### config.mk
export PLATFORM = sky130hd
export DESIGN_NAME = start_seq_ctrl_flat
export DESIGN_NICKNAME = d
export VERILOG_FILES = /design/src/rtl/start_seq_pkg.sv /design/src/rtl/start_seq_ctrl_if.sv /design/src/rtl/start_seq_ctrl_rise_detect.sv /design/src/rtl/start_seq_ctrl.sv /design/src/flat_wrapper.sv
export SDC_FILE = /design/constraint.sdc
export NUM_CORES = 1
export LEC_CHECK = 0
export CORE_AREA = 5 5 42 44
export CTS_BUF_LIST = sky130_fd_sc_hd__clkbuf_8
export DETAILED_ROUTE_END_ITERATION = 12
export DIE_AREA = 0 0 47 49
export GPL_TIMING_DRIVEN = 1
export PLACE_DENSITY = 0.69
export SYNTH_ARGS = -nofsm -noshare
export SYNTH_HDL_FRONTEND = slang
export SYNTH_HIERARCHICAL = 1
export SYNTH_SLANG_ARGS = --single-unit
### constraint.sdc
create_clock -name clk -period 2.88 [get_ports clk]
set_input_delay 0.288 -clock clk [delete_from_list [all_inputs] [get_ports clk]]
set_output_delay 0.288 -clock clk [all_outputs]
set_load 0.1 [all_outputs]
### src/rtl/start_seq_pkg.sv
// Shared types and default parameters for the start-edge sequencing controller.
package start_seq_pkg;
  typedef enum logic [1:0] {IDLE, COUNT, DONE} seq_state_t;

  localparam int EDGES_REQ_DEF = 3;
  localparam int CNT_W_DEF     = 2;
  localparam int MAX_GAP_DEF   = 8;
  localparam int GAP_W_DEF     = 4;
endpackage

### src/rtl/start_seq_ctrl_if.sv
// Control/status bundle between the start sequencer and its environment.
interface start_seq_ctrl_if import start_seq_pkg::*; #(parameter int CNT_W = CNT_W_DEF);
  logic             start;
  logic             enable;
  logic             clear;
  logic             done_ack;
  logic             done;
  logic             busy;
  logic             timeout;
  logic [CNT_W-1:0] edge_cnt;

  modport master (
    output start, enable, clear, done_ack,
    input  done, busy, timeout, edge_cnt
  );

  modport slave (
    input  start, enable, clear, done_ack,
    output done, busy, timeout, edge_cnt
  );
endinterface

### src/rtl/start_seq_ctrl_rise_detect.sv
// Registered rising-edge detector; the reset value of the history register
// decides whether a level already high at reset release counts as an edge.
module rise_detect #(
  parameter logic RST_VAL = 1'b1
) (
  input  logic clk,
  input  logic rst,
  input  logic d,
  output logic rise
);
  logic d_q;

  // NOTE: sequential state uses non-blocking (<=) so every register samples
  // pre-edge values; blocking here would create order-dependent races.
  always_ff @(posedge clk) begin
    if (rst) d_q <= RST_VAL;
    else     d_q <= d;
  end

  assign rise = d & ~d_q;
endmodule

### src/rtl/start_seq_ctrl.sv
// Counts rising edges of start; after EDGES_REQ edges with bounded gaps it
// holds done until acknowledged, otherwise it times out back to IDLE.
module start_seq_ctrl import start_seq_pkg::*; #(
  parameter int EDGES_REQ = EDGES_REQ_DEF,
  parameter int CNT_W     = CNT_W_DEF,
  parameter int MAX_GAP   = MAX_GAP_DEF,
  parameter int GAP_W     = GAP_W_DEF
) (
  input  logic             clk,
  input  logic             rst,
  start_seq_ctrl_if.slave  bus
);
  seq_state_t       state;
  logic             rise;
  logic [CNT_W-1:0] cnt;
  logic [CNT_W-1:0] cnt_inc;
  logic [GAP_W-1:0] gap;
  logic             done_r;
  logic             busy_r;
  logic             timeout_r;

  rise_detect #(.RST_VAL(1'b1)) u_rise (
    .clk  (clk),
    .rst  (rst),
    .d    (bus.start),
    .rise (rise)
  );

  assign cnt_inc = cnt + CNT_W'(1);

  always_ff @(posedge clk) begin
    if (rst) begin
      state     <= IDLE;
      cnt       <= '0;
      gap       <= '0;
      done_r    <= 1'b0;
      busy_r    <= 1'b0;
      timeout_r <= 1'b0;
    end else if (bus.clear) begin
      state     <= IDLE;
      cnt       <= '0;
      gap       <= '0;
      done_r    <= 1'b0;
      busy_r    <= 1'b0;
      timeout_r <= 1'b0;
    end else begin
      timeout_r <= 1'b0;
      case (state)
        IDLE: begin
          if (rise && bus.enable) begin
            cnt    <= CNT_W'(1);
            gap    <= '0;
            busy_r <= 1'b1;
            if (EDGES_REQ == 1) begin
              state  <= DONE;
              done_r <= 1'b1;
            end else begin
              state  <= COUNT;
            end
          end
        end
        COUNT: begin
          // A rise on the expiry cycle takes precedence over the timeout.
          if (rise) begin
            cnt <= cnt_inc;
            gap <= '0;
            if (cnt_inc == CNT_W'(EDGES_REQ)) begin
              state  <= DONE;
              done_r <= 1'b1;
            end
          end else if (MAX_GAP != 0 && gap == GAP_W'(MAX_GAP - 1)) begin
            state     <= IDLE;
            cnt       <= '0;
            gap       <= '0;
            busy_r    <= 1'b0;
            timeout_r <= 1'b1;
          end else if (MAX_GAP != 0) begin
            gap <= gap + GAP_W'(1);
          end
        end
        DONE: begin
          if (bus.done_ack) begin
            state  <= IDLE;
            cnt    <= '0;
            done_r <= 1'b0;
            busy_r <= 1'b0;
          end
        end
        default: begin
          state  <= IDLE;
          cnt    <= '0;
          gap    <= '0;
          done_r <= 1'b0;
          busy_r <= 1'b0;
        end
      endcase
    end
  end

  assign bus.done     = done_r;
  assign bus.busy     = busy_r;
  assign bus.timeout  = timeout_r;
  assign bus.edge_cnt = cnt;
endmodule
### src/flat_wrapper.sv
// flat-port wrapper written by rule: the top's interface ports become plain ports
module start_seq_ctrl_flat import start_seq_pkg::*;
#(
  parameter int EDGES_REQ = EDGES_REQ_DEF,
  parameter int CNT_W     = CNT_W_DEF,
  parameter int MAX_GAP   = MAX_GAP_DEF,
  parameter int GAP_W     = GAP_W_DEF
)
  (clk, rst, bus_start, bus_enable, bus_clear, bus_done_ack, bus_done, bus_busy, bus_timeout, bus_edge_cnt);
  start_seq_ctrl_if #(.CNT_W(CNT_W)) bus_i ();
  input  logic clk;
  input  logic rst;
  input wire logic [$bits(bus_i.start)-1:0] bus_start;
  input wire logic [$bits(bus_i.enable)-1:0] bus_enable;
  input wire logic [$bits(bus_i.clear)-1:0] bus_clear;
  input wire logic [$bits(bus_i.done_ack)-1:0] bus_done_ack;
  output wire logic [$bits(bus_i.done)-1:0] bus_done;
  output wire logic [$bits(bus_i.busy)-1:0] bus_busy;
  output wire logic [$bits(bus_i.timeout)-1:0] bus_timeout;
  output wire logic [$bits(bus_i.edge_cnt)-1:0] bus_edge_cnt;
  assign bus_i.start = bus_start;
  assign bus_i.enable = bus_enable;
  assign bus_i.clear = bus_clear;
  assign bus_i.done_ack = bus_done_ack;
  assign bus_done = bus_i.done;
  assign bus_busy = bus_i.busy;
  assign bus_timeout = bus_i.timeout;
  assign bus_edge_cnt = bus_i.edge_cnt;
  start_seq_ctrl #(.EDGES_REQ(EDGES_REQ), .CNT_W(CNT_W), .MAX_GAP(MAX_GAP), .GAP_W(GAP_W)) u_core (.clk(clk), .rst(rst), .bus(bus_i));
endmodule
# After elaboration in Yosys (flattened, before gate mapping)
# Cells that the tools add are included.
word_totals:
  ff_bits: 12
  wordCells: 56
classes:
  n_addsub: 2
  n_eq_ne: 12
  n_mux: 21
  bitwise: 5
  reduce_logical: 9
ops:
  columns: ["op", "n"]
  rows:
  - ["2-to-1 mux 2 bit", 6]
  - ["2-to-1 mux 4 bit", 3]
  - ["case mux 2 bit (3 select lines)", 2]
  - ["case mux 4 bit (3 select lines)", 1]
  - ["AND reduction 4 bit", 3]
  - ["inequality test 2 x 1 -> 1 bit, second input constant", 4]
  - ["2-to-1 mux 1 bit", 7]
  - ["case mux 1 bit (3 select lines)", 2]
  - ["adder 4 x 1 -> 4 bit, second input constant", 1]
  - ["== test 2 bit, second input constant", 2]
  - ["== test 4 x 3 -> 1 bit, second input constant", 1]
  - ["inequality test 2 bit, second input constant", 2]
  - ["inverter 1 bit", 4]
  - ["OR reduction 4 bit", 1]
  - ["inequality test 3 x 1 -> 1 bit, second input constant", 1]
  - ["inequality test 3 bit, second input constant", 1]
  - ["AND reduction 3 bit", 1]
  - ["adder 2 x 1 -> 2 bit, second input constant", 1]
  - ["== test 2 x 1 -> 1 bit, second input constant", 1]
  - ["zero test 2 bit", 1]
  - ["AND reduction 2 bit", 1]
  - ["OR reduction 2 bit", 1]
  - ["AND 1 bit", 1]
  - ["logical AND 1 bit", 1]

# Logic depth before layout (Yosys ltp)
# Gate-level depths: netlist (run 1).
depth:
  depth_word: 5
  ltp_mapped: 5

# By module
# Netlist (run 1), hierarchy kept.
by_module_without_submodules:
  columns: ["mod", "instances", "cells_each", "area_per_inst_um2"]
  rows:
  - ["start_seq_ctrl", 1, 64, 596.8]
  - ["rise_detect", 1, 3, 32.5]

# Least setup slack after synthesis (run 1)
# Ideal clock, no wire load.
synth_path:
  kind: "reg2reg"
  startpoint: "reg u_core.cnt[1] (netlist: u_core/bus.edge_cnt[1])"
  endpoint: "reg u_core.state[0]"
  arrival_ns: 1.632
  required_time_ns: 2.764
  path_slack_ns: 1.132
  path_stages_with_launch: 5
  period_less_slack_ns: 1.748
  path_cell_list: "dfxtp_1 -> ha_1 -> nand2_1 -> o211a_1 -> o211a_1"
synth_via:
  elab_chain_cells: 4
synth_rtl:
  columns: ["item", "line", "rtl"]
  rows:
  - ["start, declared", "start_seq_ctrl.sv:15", "logic [CNT_W-1:0] cnt;"]
  - ["start signal, assigned", "start_seq_ctrl.sv:65", "cnt <= cnt_inc;"]
  - ["adder 2 x 1 -> 2 bit", "start_seq_ctrl.sv:29", "assign cnt_inc = cnt + CNT_W'(1);"]
  - ["== test 2 bit", "start_seq_ctrl.sv:67", "if (cnt_inc == CNT_W'(EDGES_REQ)) begin"]
  - ["inequality test 3 bit (no line)", null, null]
  - ["AND reduction 4 bit (no line)", null, null]
  - ["end signal, assigned", "start_seq_ctrl.sv:33", "state <= IDLE;"]
  - ["end signal, assigned", "start_seq_ctrl.sv:68", "state <= DONE;"]
  - ["end signal, assigned", "start_seq_ctrl.sv:72", "state <= IDLE;"]
  - ["end, declared", "start_seq_ctrl.sv:13", "seq_state_t state;"]
# Every way passes these cells.
# A chain may end at the register's enable or synchronous reset.

# Worst setup path after layout (run 1)
layout_path:
  startpoint: "in bus_start"
  endpoint: "reg u_core.cnt[0] (netlist: u_core/bus.edge_cnt[0])"
layout_via:
  elab_chain_cells: 4
  word_cells_on_any_way: 7
layout_rtl:
  columns: ["item", "line", "rtl"]
  rows:
  - ["start, declared", "flat_wrapper.sv:13", "input wire logic [$bits(bus_i.start)-1:0] bus_start;"]
  - ["AND 1 bit *", "start_seq_ctrl_rise_detect.sv:20", "assign rise = d & ~d_q;"]
  - ["via u_core.rise", "start_seq_ctrl.sv:14", "logic rise;"]
  - ["logical AND 1 bit", "start_seq_ctrl.sv:50", "if (rise && bus.enable) begin"]
  - ["inequality test 2 x 1 -> 1 bit (no line)", null, null]
  - ["AND reduction 3 bit (no line)", null, null]
# The timed path passes the listed nets; every way through them passes the cells marked *.

==> impl_summary.md, run 1 <==
Outcome
The flow ran to the end, and the final reports show no timing, DRC or antenna violations.

Logic synthesis
Counting flops and latches in the post-synthesis netlist gives 12. Yosys attributes the largest share of cell area to sky130_fd_sc_hd__dfxtp_1 38%, sky130_fd_sc_hd__o211a_1 4.8%, sky130_fd_sc_hd__a22oi_2 4.0%. The number of nets handed over by synthesis was 75. Yosys printed 6 warnings. Of the synthesized area, sequential elements account for 0.382. The top cell type by total area after synthesis is sky130_fd_sc_hd__dfxtp_1. The number of instances in the synthesized netlist is 67.

The cell area that synthesis handed to floorplanning was about 630 sq um. The distinct cell type count of the synthesized netlist is 28. A synthesized cell averages roughly 9.4 sq um.

The fraction of synthesized cell area taken by the top area cell type is 0.382.

Timing
The worst hold margin is about 0.48 ns. For the final database, setup skew stands at ~0.00086 ns. The total of endpoints with negative setup slack in the final report is 0. The final max-slew violation count is 0.

The ratio of final minimum period to clock period is 0.536. The worst pin sits at a relative slew slack of 0.739. The final hold violation count is 0. Setup repair after global routing left no endpoint under its margin.

For the pin with the worst max-slew slack, the measured transition is roughly 0.39 ns. Counting I/O delays and the setup requirement, the final critical path takes roughly 1.5 ns. Adding up every negative setup slack in the final design gives 0 ns. The achievable clock frequency is approximately 650 MHz.

Pwr
The switching power summed over all nets is between 0.00007 and 0.00008 W. Cell internal power was estimated by the tool at between 0.0003 and 0.0004 W. The largest vdd supply drop is 0.295 mV. The share of total power dissipated in the clock network is 0.484. In this run the static leakage power is between 0.3 and 0.4 nW. Of the total power, the share spent switching nets is 0.208.

Total power for the finished layout comes to ~0.00038 W. The power share of the sequential group is 0.444. Of the total power, combinational logic draws 0.073.

Dividing total power by cell area gives a power density of ~480 nW/um^2.

Setup path
The worst-path maximum fanout is 11. The worst endpoint data arrival time is between 1.5 and 2 ns. The type of element capturing the critical path is a flop. The worst setup path is of the input pin to flop kind. The required time at the endpoint of the critical path is a little over 3 ns. STA classifies the critical path startpoint as an input pin.

Drt
The first detailed-routing pass ran for 4 iterations. Wires add up to 1230 microns. For this block, the via count after detailed routing is ~540.

The via density per instance is ~5.7. The routed length per placed instance is 13.0 microns. The count of nets left with antenna violations after detail routing is 0. The total DRC errors in the routed layout is 0. The first routing iteration left 7 violations.

Layout
The number of filler instances in the final layout is around 130. The most common cell after layout, fill and taps aside is sky130_fd_sc_hd__dfxtp_1. Across the whole layout, storage elements account for approximately 240 sq um.

For this run, the number of standard cells in the final layout without fillers is 95. Of the cells placed in the final design, the portion with a size suffix greater than 1 is 0.190. The synthesis-to-finish area growth is 24.9%.

0 antenna diodes ended up in the layout. Leaving out fill and tap cells, the most frequent cells in the layout are 12 x sky130_fd_sc_hd__dfxtp_1, 6 x sky130_fd_sc_hd__buf_4, 5 x sky130_fd_sc_hd__clkdlybuf4s50_1. The number of nets at the end of the flow is 88. In the final layout, the multi-input gates occupy between 300 and 400 sq um.

Die
For this configuration, the core starts out at a cell density of 0.449. The floorplan step set the die height to between 40 and 50 microns. In this run the count of I/O pins placed on the die edge is 11. The core outline area is between 1000 and 1500 sq um. The floorplan has 14 rows. In this run the horizontal extent of the chip is 47 microns. The floorplan step defined a die boundary enclosing about 2300 sq um.

CTS
No sink is reached through more buffers than the 2 on the longest clock path. The number of levels in the clock H-tree is 1. The post-cts sizing count is 0. TritonCTS built the clock tree. Post-CTS timing repair inserted 0 buffers for setup. Clock tree synthesis inserted a total of 3 buffers. CTS saw 12 sinks. The CTS clock-pin slew for the worst setup and hold paths is approximately 0.05 ns. The buffer cell driving the clock tree root is sky130_fd_sc_hd__clkbuf_8.

After clock tree synthesis, the flow added hold-fix buffers numbering 0. Clock latency on the worst-skew pair, taken at its later pin, is ~0.24 ns.

Global routing
The number of global-route vias before repair came to 492. The number of antenna violations at the first check in global routing is 0. For this run, the total global-route usage over all layers was measured as 0.126. The first global-routing pass estimated roughly 2100 microns of wire. The largest net degree at the start of global routing is 12. Summed over all layers, the global routing overflow is 0.

Flow run
Across the run, the number of max-cap violations was 0.

Place
The cell count after placement is 91. The final estimated routing congestion in global placement is ~0.72. The total of buffers placed on input and output ports is 10. The placed wire-length estimate after detailed placement is about 880 microns.

Min path
The min-delay analysis places its worst path in the category flop to flop.
through the flow:
step / cell area (sq um) / setup WS, ns / utilization
global route: 786 / 1.25 / 0.561
detailed placement: 731 / 1.09 / 0.521
floorplan: 629 / 1.13 / -
CTS: 786 / 1.34 / 0.561
finish: 786 / 1.34 / 0.561
global placement: 731 / 1.13 / 0.521
area by class of cell:
| class | count | share of cell area |
|---|---|---|
| multi-input cells | 49 | 0.463 |
| well taps | 16 | 0.0255 |
| flip-flops and latches | 12 | 0.306 |
| clock buffers | 4 | 0.0701 |
| repair buffers | 11 | 0.121 |
| inverters | 3 | 0.0143 |
power by group through the flow:
stage                     Sequential [W]  Combinational, W  Clock (W)
final                           0.000169         0.0000276   0.000184
after global routing            0.000169         0.0000299   0.000199
after detailed placement        0.000172         0.0000278          0
after CTS                       0.000169         0.0000279   0.000192
after global placement          0.000172         0.0000274          0
after floorplan                 0.000175         0.0000127          0
worst max-delay path, cell delays in order:
cell and delay (ns):
sky130_fd_sc_hd__clkdlybuf4s50_1 0.46, sky130_fd_sc_hd__nor2b_1 0.13, sky130_fd_sc_hd__buf_4 0.19, sky130_fd_sc_hd__or2b_1 0.24
sky130_fd_sc_hd__a211o_1 0.29, sky130_fd_sc_hd__mux2i_1 0.12
worst paths after layout:
| check | start | endpoint | slack, ns | depth (start not counted) |
|---|---|---|---|---|
| min | u_core/bus.edge_cnt[1] | u_core/bus.edge_cnt[1] | 0.48 | 2 |
| max reg2reg | u_core/gap[0] | u_core/state[0] | 1.50 | 4 |
| max | bus_start | u_core/bus.edge_cnt[0] | 1.34 | 6 |
| min reg2reg | u_core/bus.edge_cnt[1] | u_core/bus.edge_cnt[1] | 0.48 | 2 |
cell usage after synthesis:
master / n
sky130_fd_sc_hd__mux2i_1: 1
sky130_fd_sc_hd__nor3b_1: 1
sky130_fd_sc_hd__clkbuf_2: 1
sky130_fd_sc_hd__nand2_1: 4
sky130_fd_sc_hd__or2_1: 2
sky130_fd_sc_hd__o211a_1: 3
sky130_fd_sc_hd__nor2b_1: 2
sky130_fd_sc_hd__inv_1: 3
sky130_fd_sc_hd__a21oi_1: 4
sky130_fd_sc_hd__dfxtp_1: 12
sky130_fd_sc_hd__a31oi_1: 2
sky130_fd_sc_hd__clkbuf_1: 1
sky130_fd_sc_hd__a211oi_2: 1
sky130_fd_sc_hd__buf_2: 1
sky130_fd_sc_hd__ha_1: 2
sky130_fd_sc_hd__nand3b_4: 1
sky130_fd_sc_hd__nor2_1: 4
sky130_fd_sc_hd__o211ai_1: 1
sky130_fd_sc_hd__nand3b_1: 3
sky130_fd_sc_hd__o21ai_0: 4
sky130_fd_sc_hd__and3_1: 1
sky130_fd_sc_hd__nor3b_4: 1
sky130_fd_sc_hd__nand4b_1: 2
sky130_fd_sc_hd__a22oi_2: 2
sky130_fd_sc_hd__a32oi_1: 2
sky130_fd_sc_hd__a211o_1: 1
sky130_fd_sc_hd__nand3_1: 4
sky130_fd_sc_hd__or2b_1: 1
registers in the layout, summed over array words and instances (netlist names):
register / cells
u_core/u_rise/d_q: 1
u_core/bus.edge_cnt: 2
u_core/bus.timeout: 1
u_core/gap: 4
u_core/bus.busy: 1
u_core/state: 2
u_core/bus.done: 1
metal layers:
| metal | global-route usage | wire length (microns) |
|---|---|---|
| met3 | 0.0480 | 111 |
| met1 | 0.162 | 584 |
| met5 | 0 | 0 |
| met2 | 0.170 | 522 |
| met4 | 0.0829 | 14 |
kinds of logic (layout without fill, tap and decap cells):
group / Yosys count / count (layout) / synth area share
simple gates: 26 / 26 / 0.278
mux: 1 / 1 / 0.0159
fa+ha+maj: 2 / 2 / 0.0398
buf+inv: 6 / 18 / 0.0397
flops: 12 / 12 / 0.382
compound gates: 20 / 20 / 0.245
Note: power is estimated with default switching activity, not from simulation.
==> run 2, diff against run 1 <==
==> constraint.sdc (replaced) <==
create_clock -name clk -period 1.52 [get_ports clk]
set_input_delay 0.152 -clock clk [delete_from_list [all_inputs] [get_ports clk]]
set_output_delay 0.152 -clock clk [all_outputs]
set_load 0.1 [all_outputs]
==> impl_summary.md, run 2 (same netlist as run 1, synthesis figures left out) <==
Global routing
The total track usage came to 0.133 (+0.00617). The largest net degree at the start of global routing is 9 (-3). The number of global-route vias before repair is 539 (+9.6%).

The residual overflow from global routing is 0 (unchanged). The number of antenna violations at the first check in global routing was 0 (unchanged). The global-route wire length before repair is 2280 microns (+8.1%).

Drt
The starting DRC count in detailed routing is 26 (+19). The total DRC errors in the routed layout is 0 (unchanged). The number of vias after detailed routing was 564 (+4.8%). The count of nets left with antenna violations after detail routing is 0 (unchanged). The count of TritonRoute iterations in the first routing pass came to 4 (unchanged). The routed length per placed instance is 14.0 microns (+7.9%). The total wire length after detailed routing came to 1400 microns (+14%). The via density per instance was 5.64 (-0.41%).

CTS
The CTS clock-pin slew for the worst setup and hold paths came to 0.05 ns (about the same). The maximum clock path buffer count is 2 (unchanged). The number of buffers inserted by hold repair at cts is 0 (unchanged). The post-cts sizing count is 0 (unchanged).

The buffer count from post-CTS setup fixing is 0 (unchanged). The number of CTS-inserted buffers was 3 (unchanged). The TritonCTS sink count is 12 (unchanged). The tree is rooted in a sky130_fd_sc_hd__clkbuf_8. The TritonCTS clock tree is done. The later-pin clock latency in the skew report was 0.24 ns (about the same). The number of levels in the clock H-tree is 1 (unchanged).

Outcome
The run finished with clean final reports.

Setup path
The slowest library cell on the worst path is sky130_fd_sc_hd__clkdlybuf4s50_1. The worst endpoint data arrival time came to 1.54 ns (-0.18 ns). The type of element capturing the critical path is a flop. The type of element launching the critical path is an input pin. The number of buffers and inverters on the critical path is 2 (unchanged).

The required time at the endpoint of the critical path was 1.69 ns (-1.36 ns). The maximum cell stage delay along the critical path is 0.46 ns (about the same). The critical path goes through clkdlybuf4s50_1 > nor2b_1 > buf_4 > or2b_1 > a211o_1 > mux2i_1. The worst-path maximum fanout is 6 (-5). The worst setup path category is input pin to flop.

The dominant delay contributor by cell family on the critical path is buffers and inverters.

Min path
The worst hold-check path type is input pin to flop.

Die
The y dimension of the die came to 49 microns (unchanged). The top-level port count is 11 (unchanged). The floorplan die area was 2300 sq um (unchanged). The number of cell rows came to 14 (unchanged). The die outline width is 47 microns (unchanged). The effective utilization at floorplan came to 0.449 (unchanged).

The core outline area came to 1400 sq um (unchanged).

Layout
The number of inserted diodes was 0 (unchanged). The most common cell after layout, fill and taps aside is sky130_fd_sc_hd__dfxtp_1. The number of nets at the end of the flow is 93 (+5.7%). The post-layout utilization of the core is 0.634 (+0.0732). In the layout the commonest cells are 10 x sky130_fd_sc_hd__dfxtp_1, 6 x sky130_fd_sc_hd__buf_4, 5 x sky130_fd_sc_hd__clkdlybuf4s50_1, 5 x sky130_fd_sc_hd__buf_12.

The number of flip-flops under the largest register name came to 4 (unchanged). Compared with the post-synthesis result, the final layout area differs by 41.2%. The share of post-route cells with drive strength above 1 came to 0.262 (+0.0720). u_core/gap holds more flip-flops than any other register.

Pwr
The switching power summed over all nets is 0.000152 W (+92%). The internal power was 0.000577 W (+92%). The combinational share of power is 0.083 (+0.010). The leakage power was 0.356 nW (+12%).

The power share of the sequential group is 0.439 (-0.005). The switching share of power is 0.208 (about the same). The largest vdd supply drop is 0.607 mV (+110%). The clock share of power was 0.477 (-0.007). The power density relative to cell area is 820 nW/um^2 (+70%).

Timing
The final hold violation count is 0 (unchanged). The transition time of the tightest slew-check pin came to 0.372 ns (-0.0188 ns). Setup repair after global routing left no endpoint under its margin. The ratio of final minimum period to clock period is 0.903. The clock period minus worst slack is between 1 and 1.5 ns. The achievable clock frequency is ~730 MHz. The worst relative slew slack is 0.752 (+0.0126). The total of endpoints with negative setup slack in the final report came to 0 (unchanged). The final max-slew violation count is 0 (unchanged).

The final setup skew came to 0.00186 ns (+0.000994 ns). The worst hold margin is 0.488 ns (+0.00428 ns).

Place
The placed wire-length estimate after detailed placement is 979 microns (+11%). The final estimated routing congestion in global placement is 0.792 (+9.8%). The total of buffers placed on input and output ports is 10 (unchanged).

Flow run
The number of max-capacitance violations reported is 0 (unchanged).
## run 2: worst paths after layout
| kind | cells past startpoint | slack, ns | startpoint | endpoint |
|---|---|---|---|---|
| worst max register to register | 4 | 0.19 | u_core/gap[0] | u_core/state[0] |
| worst min-delay path | 2 | 0.49 | bus_start | u_core/u_rise/d_q |
| worst min register to register | 2 | 0.49 | u_core/bus.edge_cnt[0] | u_core/bus.edge_cnt[0] |
| worst max-delay path | 6 | 0.15 | bus_start | u_core/bus.edge_cnt[0] |
## run 2: layout make-up
type	count	area (sq um)
Clock buffer	4	55.1
Fill cell	131	513
Timing Repair Buffer	16	195
Sequential cell	12	243
Multi-Input combinational cell	49	364
Tap cell	16	20.0
Inverter	3	11.3
## run 2: through the flow
stage | std cells | setup WS (ns) | total power, W | cell area [sq um] | setup TNS [ns]
2_1_floorplan | 67 | 0.119 | 0.000356 | 632 | 0
3_3_place_gp | 96 | -0.0806 | 0.000387 | 833 | -0.248
3_5_place_dp | 96 | -0.101 | 0.000387 | 833 | -0.273
4_1_cts | 100 | 0.148 | 0.000737 | 888 | 0
5_1_grt | 100 | 0.0440 | 0.000766 | 888 | 0
6_report | 100 | 0.148 | 0.000729 | 888 | 0
## run 2: routing by layer
metal	vias up	global-route usage	wire length [microns]
met3	0	0.0480	62
met4	0	0.0461	0
li1	288	-	-
met1	265	0.183	704
met5	-	0	0
met2	11	0.186	632
## run 2: power by group through the flow
| stage | Sequential, W | Clock, W | Combinational (W) |
|---|---|---|---|
| 2_1_floorplan | 0.000333 | 0 | 0.0000240 |
| 3_3_place_gp | 0.000327 | 0 | 0.0000597 |
| 3_5_place_dp | 0.000327 | 0 | 0.0000604 |
| 4_1_cts | 0.000320 | 0.000356 | 0.0000607 |
| 5_1_grt | 0.000320 | 0.000381 | 0.0000642 |
| 6_report | 0.000320 | 0.000348 | 0.0000607 |
==> run 3, diff against run 2 <==
--- a/config.mk
+++ b/config.mk
@@ -11,6 +11,7 @@
 export DIE_AREA = 0 0 47 49
 export GPL_TIMING_DRIVEN = 1
 export PLACE_DENSITY = 0.69
+export REMOVE_ABC_BUFFERS = 1
 export SYNTH_ARGS = -nofsm -noshare
 export SYNTH_HDL_FRONTEND = slang
 export SYNTH_HIERARCHICAL = 1
==> impl_summary.md, run 3 (same netlist as run 1, synthesis figures left out) <==
Outcome
The flow ran to the end, and the final reports show no timing, DRC or antenna violations.

Drt
The count of TritonRoute iterations in the first routing pass came to 4 (unchanged). The via density per instance was 5.71 (+1.2%). The total wire length after detailed routing is 1380 microns (-1.1%). The routed length per placed instance is 13.8 microns (-1.1%).

The starting DRC count in detailed routing was 17 (-35%). The count of nets left with antenna violations after detail routing came to 0 (unchanged). The total DRC errors in the routed layout came to 0 (unchanged). The number of vias after detailed routing is 571 (+1.2%).

Timing
The final hold violation count is 0 (unchanged). The achievable clock frequency is 730 MHz (+0.16%). The total of endpoints with negative setup slack in the final report is 0 (unchanged).

The worst relative slew slack is 0.769 (+0.0174). The ratio of final minimum period to clock period is 0.901 (-0.00141). Setup repair after global routing left no endpoint under its margin. The final setup skew is 0.00152 ns (-0.000338 ns). The transition time of the tightest slew-check pin came to 0.345 ns (-0.0261 ns). The clock period minus worst slack is 1.37 ns (-0.00214 ns). The final max-slew violation count is 0 (unchanged).

Setup path
The required time at the endpoint of the critical path is 1.64 ns (-0.05 ns). The dominant delay contributor by cell family on the critical path is compound AO/OA/AOI/OAI gates. The worst-path maximum fanout came to 5 (-1). The worst setup path category is flop to flop. The type of element capturing the critical path is a flop. Among the stages of the critical path, the cell type that occurs most often is sky130_fd_sc_hd__o211a_1. The worst endpoint data arrival time was 1.49 ns (-0.05 ns). The largest individual stage delay along the critical path comes from the cell sky130_fd_sc_hd__dfxtp_1.

The number of buffers and inverters on the critical path was 0 (-2). The critical path goes through ha_1 > nand3b_1 > o211a_1 > o211a_1. STA classifies the critical path startpoint as a flop.

The maximum cell stage delay along the critical path is 0.36 ns (-0.10 ns).

Die
The floorplan die area came to 2300 sq um (unchanged). The y dimension of the die is 49 microns (unchanged). The effective utilization at floorplan is 0.449 (unchanged). The core outline area was 1400 sq um (unchanged).

The die outline width came to 47 microns (unchanged). The top-level port count is 11 (unchanged). The number of cell rows came to 14 (unchanged).

CTS
The buffer cell driving the clock tree root is sky130_fd_sc_hd__clkbuf_8. The maximum clock path buffer count is 2 (unchanged). The buffer count from post-CTS setup fixing is 0 (unchanged). The later-pin clock latency in the skew report is 0.23 ns (about the same). The number of levels in the clock H-tree is 1 (unchanged). The number of CTS-inserted buffers is 3 (unchanged). The number of buffers inserted by hold repair at cts came to 0 (unchanged). The TritonCTS sink count is 12 (unchanged). The CTS clock-pin slew for the worst setup and hold paths is 0.05 ns (about the same).

The post-cts sizing count was 0 (unchanged). The TritonCTS clock tree is done.

Global routing
The number of global-route vias before repair is 573 (+6.3%). The global-route wire length before repair was 2320 microns (+1.5%). The largest net degree at the start of global routing is 9 (unchanged). The number of antenna violations at the first check in global routing is 0 (unchanged). The residual overflow from global routing is 0 (unchanged). The total track usage came to 0.136 (+0.00324).

Pwr
The power density relative to cell area came to 746 nW/um^2 (-9.0%). The leakage power was 0.354 nW (-0.44%). The largest vdd supply drop is 0.473 mV (-22%).

Place
The area of placed instances is 838 sq um (+0.60%). The total of buffers placed on input and output ports is 10 (unchanged). The final estimated routing congestion in global placement is 0.817 (+3.1%).

The placed wire-length estimate after detailed placement is 1010 microns (+2.9%).

Layout
The number of flip-flops under the largest register name is 4 (unchanged). The number of inserted diodes is 0 (unchanged). The final cell area excluding filler cells came to 880 sq um (-0.99%). The synthesis-to-finish area growth is 39.8%. Leaving out fill and tap cells, the most frequent cells in the layout are 12 x sky130_fd_sc_hd__dfxtp_1, 7 x sky130_fd_sc_hd__buf_4, 5 x sky130_fd_sc_hd__clkdlybuf4s50_1, 5 x sky130_fd_sc_hd__buf_12. u_core/gap holds more flip-flops than any other register. The post-layout utilization of the core is 0.628 (-0.00625). The number of nets at the end of the flow is 94 (+1.1%).

The most common cell after layout, fill and taps aside is sky130_fd_sc_hd__dfxtp_1. The share of post-route cells with drive strength above 1 is 0.238 (-0.0238).

Flow run
The number of max-capacitance violations reported is 0 (unchanged).

Min path
The worst hold-check path type is input pin to flop.
run 3: changes by cell type in the layout (fill, tap and decap cells not counted), sizes merged:
cell and delta:
buf +1, clkbuf -1
run 3: layer usage:
metal | vias up | wire length (microns) | global-route usage
met5 | - | 0 | 0
met3 | 4 | 61 | 0.0332
met1 | 267 | 639 | 0.167
met2 | 15 | 660 | 0.199
met4 | 0 | 22 | 0.0922
li1 | 285 | - | -
run 3: layout make-up:
cell class / count / area [sq um]
clock buffer: 3 / 41.3
fill: 122 / 522
inverter: 3 / 11.3
multi-input combinational: 49 / 364
sequential: 12 / 240
tap: 16 / 20.0
timing repair buffer: 17 / 203
run 3: final timing paths:
kind,endpoint,slack (ns),cells past startpoint,from
worst min-delay path,u_core/u_rise/d_q,0.50,2,bus_start
worst min register to register,u_core/gap[2],0.51,1,u_core/gap[2]
worst max register to register,u_core/state[0],0.15,4,u_core/gap[0]
worst max-delay path,u_core/state[0],0.15,4,u_core/gap[0]
run 3: worst reg2reg max path, stage by stage (launching register included):
cell and delay [ns]:
sky130_fd_sc_hd__dfxtp_1 0.36, sky130_fd_sc_hd__ha_1 0.22, sky130_fd_sc_hd__nand3b_1 0.20, sky130_fd_sc_hd__o211a_1 0.26, sky130_fd_sc_hd__o211a_1 0.21
run 3: metrics by stage:
| step | hold WS [ns] | power [W] | cells | setup WS, ns | setup TNS, ns |
|---|---|---|---|---|---|
| after CTS | 0.495 | 0.000667 | 100 | 0.178 | 0 |
| after global placement | 0.480 | 0.000386 | 97 | -0.0235 | -0.0568 |
| final | 0.496 | 0.000657 | 100 | 0.150 | 0 |
| after global routing | 0.503 | 0.000683 | 100 | 0.0668 | 0 |
| after floorplan | 0.249 | 0.000355 | 64 | -0.257 | -0.768 |
| after detailed placement | 0.504 | 0.000387 | 97 | -0.0483 | -0.113 |
run 3: where the power goes:
part | switching, W | leakage, nW | internal [W]
clock network | 0.000102 | 0.0216 | 0.000173
logic | 0.0000299 | 0.236 | 0.0000306
registers | 0.00000251 | 0.0970 | 0.000318
